`config.mk`:
```
export PLATFORM = sky130hd
export DESIGN_NAME = dsp_mac_multich
export DESIGN_NICKNAME = d
export VERILOG_FILES = /design/src/rtl/dsp_pkg.sv /design/src/rtl/dsp_acc_bank.sv /design/src/rtl/dsp_mac_multich.sv
export SDC_FILE = /design/constraint.sdc
export NUM_CORES = 2
export LEC_CHECK = 0
export BUFFER_PORTS_ARGS = -buffer_cell sky130_fd_sc_hd__buf_4
export CORE_ASPECT_RATIO = 2
export CORE_MARGIN = 3
export CORE_UTILIZATION = 30
export CTS_BUF_LIST = sky130_fd_sc_hd__clkbuf_16
export DETAILED_ROUTE_END_ITERATION = 10
export GPL_ROUTABILITY_DRIVEN = 0
export SYNTH_ARGS = -nofsm -noshare
export SYNTH_HDL_FRONTEND = slang
export SYNTH_SLANG_ARGS = --single-unit
```
`constraint.sdc`:
```
create_clock -name CLK -period 9.02 [get_ports CLK]
set_clock_uncertainty 0.1 [all_clocks]
set_input_delay 1.804 -clock CLK [delete_from_list [all_inputs] [get_ports CLK]]
set_output_delay 1.804 -clock CLK [all_outputs]
set_load 0.02 [all_outputs]
```
`src/rtl/dsp_pkg.sv`:
```
// Shared definitions for the multichannel MAC slice: OPMODE field positions,
// post-adder operand selects and the saturation clamp helper.
package dsp_pkg;

  // OPMODE bit positions; XSEL and ZSEL are the LSBs of 2-bit fields.
  localparam int unsigned XSEL    = 0;
  localparam int unsigned ZSEL    = 2;
  localparam int unsigned PREEN   = 4;
  localparam int unsigned CINBIT  = 5;
  localparam int unsigned PRESUB  = 6;
  localparam int unsigned POSTSUB = 7;

  typedef enum logic [1:0] {
    XZero = 2'd0,
    XMult = 2'd1,
    XAcc  = 2'd2,
    XC    = 2'd3
  } xsel_e;

  typedef enum logic [1:0] {
    ZZero = 2'd0,
    ZPcin = 2'd1,
    ZAcc  = 2'd2,
    ZC    = 2'd3
  } zsel_e;

  // Post-adder controls carried from S2 to S4.
  typedef struct packed {
    logic  post_sub;
    logic  cin;
    zsel_e zsel;
    xsel_e xsel;
  } post_mode_t;

  localparam int unsigned SatMaxW = 128;

  // Signed clamp for a width-bit result; caller truncates to width.
  function automatic logic [SatMaxW-1:0] sat_clamp(input logic neg, input int unsigned width);
    logic [SatMaxW-1:0] max_v;
    max_v = (SatMaxW'(1) << (width - 1)) - SatMaxW'(1);
    return neg ? ~max_v : max_v;
  endfunction

endpackage

```
`src/rtl/dsp_acc_bank.sv`:
```
// Bank of per-channel accumulators with one combinational read port and one write port.
// Addresses at or above NumCh read as zero and are never written.
module dsp_acc_bank #(
  parameter int unsigned NumCh = 4,
  parameter int unsigned Width = 48,
  parameter int unsigned AddrW = 2
) (
  input  logic             clk_i,
  input  logic             rst_ni,
  input  logic [AddrW-1:0] rd_addr_i,
  output logic [Width-1:0] rd_data_o,
  input  logic             we_i,
  input  logic [AddrW-1:0] wr_addr_i,
  input  logic [Width-1:0] wr_data_i
);

  logic [Width-1:0] acc_q [NumCh];

  always_ff @(posedge clk_i or negedge rst_ni) begin
    if (!rst_ni) begin
      for (int i = 0; i < int'(NumCh); i++) acc_q[i] <= '0;
    end else if (we_i) begin
      for (int i = 0; i < int'(NumCh); i++) begin
        if (wr_addr_i == AddrW'(i)) acc_q[i] <= wr_data_i;
      end
    end
  end

  always_comb begin
    rd_data_o = '0;
    for (int i = 0; i < int'(NumCh); i++) begin
      if (rd_addr_i == AddrW'(i)) rd_data_o = acc_q[i];
    end
  end

endmodule

```
`src/rtl/dsp_mac_multich.sv`:
```
// Four-stage pre-add / multiply / post-add slice with NUM_CH interleaved accumulators.
// Define DSP_MAC_SATURATE_EN to clamp signed overflow of the post-adder result.
module dsp_mac_multich
  import dsp_pkg::*;
#(
  parameter int unsigned A_WIDTH = 18,
  parameter int unsigned B_WIDTH = 18,
  parameter int unsigned C_WIDTH = 48,
  parameter int unsigned P_WIDTH = 48,
  parameter int unsigned NUM_CH  = 4,
  localparam int unsigned CH_W   = (NUM_CH > 1) ? $clog2(NUM_CH) : 1
) (
  input  logic                       CLK,
  input  logic                       RSTN,
  input  logic                       CE,
  input  logic                       IN_VALID,
  input  logic [CH_W-1:0]            CH_IN,
  input  logic [7:0]                 OPMODE,
  input  logic [A_WIDTH-1:0]         A,
  input  logic [B_WIDTH-1:0]         B,
  input  logic [B_WIDTH-1:0]         D,
  input  logic [C_WIDTH-1:0]         C,
  input  logic [C_WIDTH-1:0]         PCIN,
  output logic                       OUT_VALID,
  output logic [CH_W-1:0]            CH_OUT,
  output logic [P_WIDTH-1:0]         P,
  output logic [P_WIDTH-1:0]         PCOUT,
  output logic [A_WIDTH+B_WIDTH:0]   M,
  output logic                       CARRYOUT,
  output logic                       OVERFLOW
);

  localparam int unsigned PreW = B_WIDTH + 1;
  localparam int unsigned MW   = A_WIDTH + B_WIDTH + 1;
  localparam int unsigned RW   = P_WIDTH + 1;

  // S1
  logic                 v1;
  logic [CH_W-1:0]      ch1;
  logic [7:0]           op1;
  logic [A_WIDTH-1:0]   a1;
  logic [B_WIDTH-1:0]   b1, d1;
  logic [C_WIDTH-1:0]   c1, pcin1;
  // S2
  logic                 v2;
  logic [CH_W-1:0]      ch2;
  post_mode_t           pm2, pm_d;
  logic [A_WIDTH-1:0]   a2;
  logic [PreW-1:0]      pre2, pre_d;
  logic [C_WIDTH-1:0]   c2, pcin2;
  // S3
  logic                 v3;
  logic [CH_W-1:0]      ch3;
  post_mode_t           pm3;
  logic [MW-1:0]        m3, m_d;
  logic [C_WIDTH-1:0]   c3, pcin3;
  // S4
  logic                 outv_q, carry_q, ovf_q;
  logic [CH_W-1:0]      chout_q;
  logic [P_WIDTH-1:0]   p_q;

  logic [P_WIDTH-1:0]   acc_rd, x_op, z_op, m_ext, c_ext, pcin_ext, res_d;
  logic [RW-1:0]        r_full, cin_ext;
  logic                 ovf_d;
  logic                 acc_we;

  always_ff @(posedge CLK or negedge RSTN) begin
    if (!RSTN) begin
      v1 <= 1'b0; ch1 <= '0; op1 <= '0; a1 <= '0; b1 <= '0; d1 <= '0; c1 <= '0; pcin1 <= '0;
    end else if (CE) begin
      v1 <= IN_VALID;
      if (IN_VALID) begin
        ch1 <= CH_IN; op1 <= OPMODE; a1 <= A; b1 <= B; d1 <= D; c1 <= C; pcin1 <= PCIN;
      end
    end
  end

  // Pre-adder at full B_WIDTH+1 precision.
  always_comb begin
    pre_d = {b1[B_WIDTH-1], b1};
    if (op1[PREEN]) begin
      if (op1[PRESUB]) pre_d = {d1[B_WIDTH-1], d1} - {b1[B_WIDTH-1], b1};
      else             pre_d = {d1[B_WIDTH-1], d1} + {b1[B_WIDTH-1], b1};
    end
    pm_d.post_sub = op1[POSTSUB];
    pm_d.cin      = op1[CINBIT];
    pm_d.zsel     = zsel_e'(op1[ZSEL +: 2]);
    pm_d.xsel     = xsel_e'(op1[XSEL +: 2]);
  end

  always_ff @(posedge CLK or negedge RSTN) begin
    if (!RSTN) begin
      v2 <= 1'b0; ch2 <= '0; pm2 <= '0; a2 <= '0; pre2 <= '0; c2 <= '0; pcin2 <= '0;
    end else if (CE) begin
      v2 <= v1;
      if (v1) begin
        ch2 <= ch1; pm2 <= pm_d; a2 <= a1; pre2 <= pre_d; c2 <= c1; pcin2 <= pcin1;
      end
    end
  end

  assign m_d = MW'(signed'(a2)) * MW'(signed'(pre2));

  always_ff @(posedge CLK or negedge RSTN) begin
    if (!RSTN) begin
      v3 <= 1'b0; ch3 <= '0; pm3 <= '0; m3 <= '0; c3 <= '0; pcin3 <= '0;
    end else if (CE) begin
      v3 <= v2;
      if (v2) begin
        ch3 <= ch2; pm3 <= pm2; m3 <= m_d; c3 <= c2; pcin3 <= pcin2;
      end
    end
  end

  assign acc_we = CE & v3;

  dsp_acc_bank #(
    .NumCh (NUM_CH),
    .Width (P_WIDTH),
    .AddrW (CH_W)
  ) u_acc_bank (
    .clk_i     (CLK),
    .rst_ni    (RSTN),
    .rd_addr_i (ch3),
    .rd_data_o (acc_rd),
    .we_i      (acc_we),
    .wr_addr_i (ch3),
    .wr_data_i (res_d)
  );

  assign m_ext    = P_WIDTH'(signed'(m3));
  assign c_ext    = P_WIDTH'(signed'(c3));
  assign pcin_ext = P_WIDTH'(signed'(pcin3));
  assign cin_ext  = RW'(pm3.cin);

  always_comb begin
    unique case (pm3.xsel)
      XZero:   x_op = '0;
      XMult:   x_op = m_ext;
      XAcc:    x_op = acc_rd;
      XC:      x_op = c_ext;
      default: x_op = '0;
    endcase
    unique case (pm3.zsel)
      ZZero:   z_op = '0;
      ZPcin:   z_op = pcin_ext;
      ZAcc:    z_op = acc_rd;
      ZC:      z_op = c_ext;
      default: z_op = '0;
    endcase
  end

  // Zero-extended arithmetic puts carry/borrow in the top bit.
`ifdef DSP_MAC_SATURATE_EN
  logic [RW-1:0] r_sgn;
`endif

  always_comb begin
    if (pm3.post_sub) r_full = {1'b0, z_op} - {1'b0, x_op} - cin_ext;
    else              r_full = {1'b0, z_op} + {1'b0, x_op} + cin_ext;
`ifdef DSP_MAC_SATURATE_EN
    if (pm3.post_sub) r_sgn = {z_op[P_WIDTH-1], z_op} - {x_op[P_WIDTH-1], x_op} - cin_ext;
    else              r_sgn = {z_op[P_WIDTH-1], z_op} + {x_op[P_WIDTH-1], x_op} + cin_ext;
    ovf_d = r_sgn[P_WIDTH] ^ r_sgn[P_WIDTH-1];
    res_d = ovf_d ? P_WIDTH'(sat_clamp(r_sgn[P_WIDTH], P_WIDTH)) : r_full[P_WIDTH-1:0];
`else
    ovf_d = 1'b0;
    res_d = r_full[P_WIDTH-1:0];
`endif
  end

  always_ff @(posedge CLK or negedge RSTN) begin
    if (!RSTN) begin
      outv_q <= 1'b0; chout_q <= '0; p_q <= '0; carry_q <= 1'b0; ovf_q <= 1'b0;
    end else if (CE) begin
      outv_q <= v3;
      ovf_q  <= v3 & ovf_d;
      if (v3) begin
        chout_q <= ch3; p_q <= res_d; carry_q <= r_full[P_WIDTH];
      end
    end
  end

  assign OUT_VALID = outv_q;
  assign CH_OUT    = chout_q;
  assign P         = p_q;
  assign PCOUT     = p_q;
  assign M         = m3;
  assign CARRYOUT  = carry_q;
  assign OVERFLOW  = ovf_q;

endmodule

```
==> impl_metrics.tcl <==
set metrics [dict create \
    num-fill-cells 16736 \
    syn-mean-instance-area_um2 10.2 \
    area.sequential_mm2 0.0173 \
    yosysWarnings 0 \
    gr-usage-met1 0.193 \
    critical_path.reg2reg.endpoint "M[35]$_DFFE_PN0P_" \
    grt_pass1_wl_mm 230 \
    synth_cell_types 102 \
    post_cts_hold_buffer_count 0 \
    cts_tree "built" \
    critical_path.slowest_cell "sky130_fd_sc_hd__dfrtp_1" \
    crit_fanout 19 \
    post_cts.resized_instances 0 \
    grt_max_degree 169 \
    cts.sinks 689 \
    synth.ff_latch_count 689 \
    route.vias.total 35558 \
    crit_chain "nand2_1 > fa_1 > inv_1 > fa_1 > inv_1 > fa_1 > inv_1 > fa_1 > fa_1 > inv_1 > fa_1 > inv_1 > ha_1 > a21oi_1 > nand2_1 > a21o_1 > a211oi_1 > a211oi_1 > or4b_1 > nand2_1 > o2111ai_1 > a21oi_1 > xor2_1 > o21ai_1" \
    timing.final.crit_share 0.826 \
    rsz0062_at_grt "no" \
    grt_antenna_before_repair 8 \
    num_rows 210 \
    synth-edff-count 0 \
    cts_max_path_buffers 3 \
    worst_r2r_path_depth 24 \
    worst_hold_path_type "reg -> reg" \
    dpl_worst_slack_ps 1540 \
    dp_hpwl_mm 117 \
    asyncSetResetFlopFracSynth 1.00 \
    root_driver "sky130_fd_sc_hd__clkbuf_16" \
    postLayoutSetupSlackWorst_ps 1570 \
    dieWidth_um 293 \
    worst_setup_path_startpoint "pre2[7]$_DFFE_PN0P_" \
    netlist_instances 4840 \
    cts-htree-levels 3 \
    critical_path_startpoint_category "flop" \
    route.final.wire_length_mm 150 \
    gr-usage-met3 0.0248 \
    first_global_vias 38072 \
    drc_errors 0 \
    grt_overflow 0 \
    final.min_clock_period_ps 7450 \
    holdWs_ps 375 \
    reg2reg_slack_ps 1570 \
    worst_ep_arrival_time_ps 7850 \
    r2r-start "pre2[7]$_DFFE_PN0P_" \
    cts_setup_buffers 0 \
    synthDominantCellAreaShare 0.348 \
    die_height_um 581 \
    worstPathRequired_ps 9420 \
    synth_largest_area_cell "sky130_fd_sc_hd__dfrtp_1" \
    start_util 0.302 \
    pin_count 302 \
    wl_per_cell_um 21.1 \
    timing.slew.headroom 0.158 \
    cts.reportedPaths.clkPinSlew_ps 70 \
    worst_pin_slew_ps 1250 \
    grt.busiest_layer "met2" \
    crit_type "reg -> reg" \
    crit_path_frequent_cell "sky130_fd_sc_hd__fa_1" \
    cpPeakStageDelay_ps 830 \
    finish.utilization 0.341 \
    numPortBuffers 300 \
    sequential_area_share_after_synthesis 0.348 \
    floorplan.die_area_mm2 0.170 \
    run_status "complete, no violations" \
    area_occupied_by_multi_input_gates_mm2 0.0289 \
    worst_setup_path_endpoint "M[35]$_DFFE_PN0P_" \
    final_nets 5711 \
    groute.usage.overall 0.176 \
    cts-buffers-inserted 72 \
    detailedRoute.firstPassIterationCount 5 \
    max_freq_mhz 134 \
    core_area_mm2 0.164 \
    clk-insertion-delay-late_ps 660 \
    final_max_slew_viol_count 0 \
    totalNegativeSetupSlack_ps 0 \
    viasPerCell 4.99 \
    synthesis.area_mm2 0.0495 \
    hold_viol 0 \
    route.antenna.remaining_nets 0 \
    yosys-top-cells-area "sky130_fd_sc_hd__dfrtp_1, sky130_fd_sc_hd__fa_1, sky130_fd_sc_hd__mux2_2" \
    synth_nets 5607 \
    drt_first_iter_violations 1859 \
    layout-area-overhead-vs-synth_pct 12.8 \
    layout-drive-gt1-share 0.206 \
    maxCapViolations 0 \
    setup_viol_count_final 0 \
    end_kind "flop" \
    dominantRegCellSynth "sky130_fd_sc_hd__dfrtp_1" \
    met2_usage 0.331 \
]
-- worst min-delay path by stage --
stage	cells past startpoint	to	from	slack [ps]
floorplan	2	u_acc_bank.acc_q[82]$_DFFE_PN0P_	u_acc_bank.acc_q[82]$_DFFE_PN0P_	340
global placement	2	u_acc_bank.acc_q[158]$_DFFE_PN0P_	u_acc_bank.acc_q[158]$_DFFE_PN0P_	360
detailed placement	2	u_acc_bank.acc_q[69]$_DFFE_PN0P_	u_acc_bank.acc_q[69]$_DFFE_PN0P_	370
CTS	2	u_acc_bank.acc_q[69]$_DFFE_PN0P_	u_acc_bank.acc_q[69]$_DFFE_PN0P_	380
global route	2	u_acc_bank.acc_q[9]$_DFFE_PN0P_	u_acc_bank.acc_q[9]$_DFFE_PN0P_	400
finish	2	u_acc_bank.acc_q[0]$_DFFE_PN0P_	u_acc_bank.acc_q[0]$_DFFE_PN0P_	380
-- per-stage QoR --
stage | instance area [um^2] | std cells
after floorplan | 49500 | 4840
after global placement | 53500 | 6990
after detailed placement | 53500 | 6990
after CTS | 55900 | 7121
after global routing | 55900 | 7122
final | 55900 | 7124
-- sequential cells by signal, indices dropped and copies added (netlist names), 19 cells and up --
register          count
pcin2                48
pre2                 19
u_acc_bank.acc_q    192
c1                   48
pcin1                48
M                    37
P                    48
c3                   48
pcin3                48
c2                   48
-- critical path, delay by kind of cell, from the launching register on --
kind            cells  cell delay [ps]
buf+inv             5              280
xor+xnor            1              180
compound gates      7             1420
simple gates        4             1020
fa+ha+maj           7             3430
flops               1              830
-- synth_stat cells, types with 24 or more instances --
library cell               count
sky130_fd_sc_hd__xor2_1       38
sky130_fd_sc_hd__nand2b_1     29
sky130_fd_sc_hd__o21bai_1     24
sky130_fd_sc_hd__nor2b_1      25
sky130_fd_sc_hd__mux2_2      478
sky130_fd_sc_hd__nor3_1       31
sky130_fd_sc_hd__nor2_1      165
sky130_fd_sc_hd__nand3_1      32
sky130_fd_sc_hd__buf_1        30
sky130_fd_sc_hd__fa_1        350
sky130_fd_sc_hd__clkbuf_1    231
sky130_fd_sc_hd__a22oi_1      37
sky130_fd_sc_hd__ha_1        253
sky130_fd_sc_hd__inv_1       561
sky130_fd_sc_hd__o21ai_1      58
sky130_fd_sc_hd__mux4_2       48
sky130_fd_sc_hd__o21ai_0     298
sky130_fd_sc_hd__a21o_1       61
sky130_fd_sc_hd__xnor2_1     114
sky130_fd_sc_hd__buf_4        49
sky130_fd_sc_hd__a21oi_1     191
sky130_fd_sc_hd__a22o_1       60
sky130_fd_sc_hd__dfrtp_1     689
sky130_fd_sc_hd__and2_1      180
sky130_fd_sc_hd__nand2_1     535
-- layer usage --
metal  share of wire  routed length, um
met1            0.37              56000
met2            0.54              80500
met3           0.041               6160
met4           0.050               7430
met5         0.00015                 22
-- cells in the final DEF, fill, tap and decap left out, drive strengths merged, types with 25 or more instances in the layout --
| cell type | n |
|---|---|
| nor2 | 165 |
| mux4 | 48 |
| xnor2 | 114 |
| inv | 591 |
| a21o | 61 |
| a21oi | 195 |
| nand3 | 32 |
| a22oi | 37 |
| dfrtp | 689 |
| fa | 350 |
| and2 | 181 |
| xor2 | 38 |
| o21ai | 360 |
| buf | 341 |
| nand2 | 535 |
| nor3 | 31 |
| nand2b | 30 |
| clkbuf | 72 |
| mux2 | 479 |
| nor2b | 25 |
| a22o | 60 |
| ha | 253 |
-- area by class of cell --
type                    instances  share of cell area
inverters                     565              0.0379
diodes                          3            0.000134
well taps                    2120              0.0475
repair buffers                341              0.0468
clock inverters                59              0.0100
flip-flops and latches        689               0.309
clock buffers                  72              0.0322
multi-input cells            3275               0.517
-- kinds of logic after synthesis --
kind of cell | count (synthesis) | synth area share
flip-flops | 689 | 0.348
AND/OR/NAND/NOR | 1081 | 0.101
AO/OA/AOI/OAI | 887 | 0.112
other | 1 | 0.0000757
buffers and inverters | 876 | 0.0701
adder cells (fa/ha/maj) | 603 | 0.205
XOR/XNOR | 152 | 0.0269
multiplexers | 551 | 0.136
Power is not shown: default switching activity piles up to over one toggle a cycle in this logic, so the estimate is an artifact.
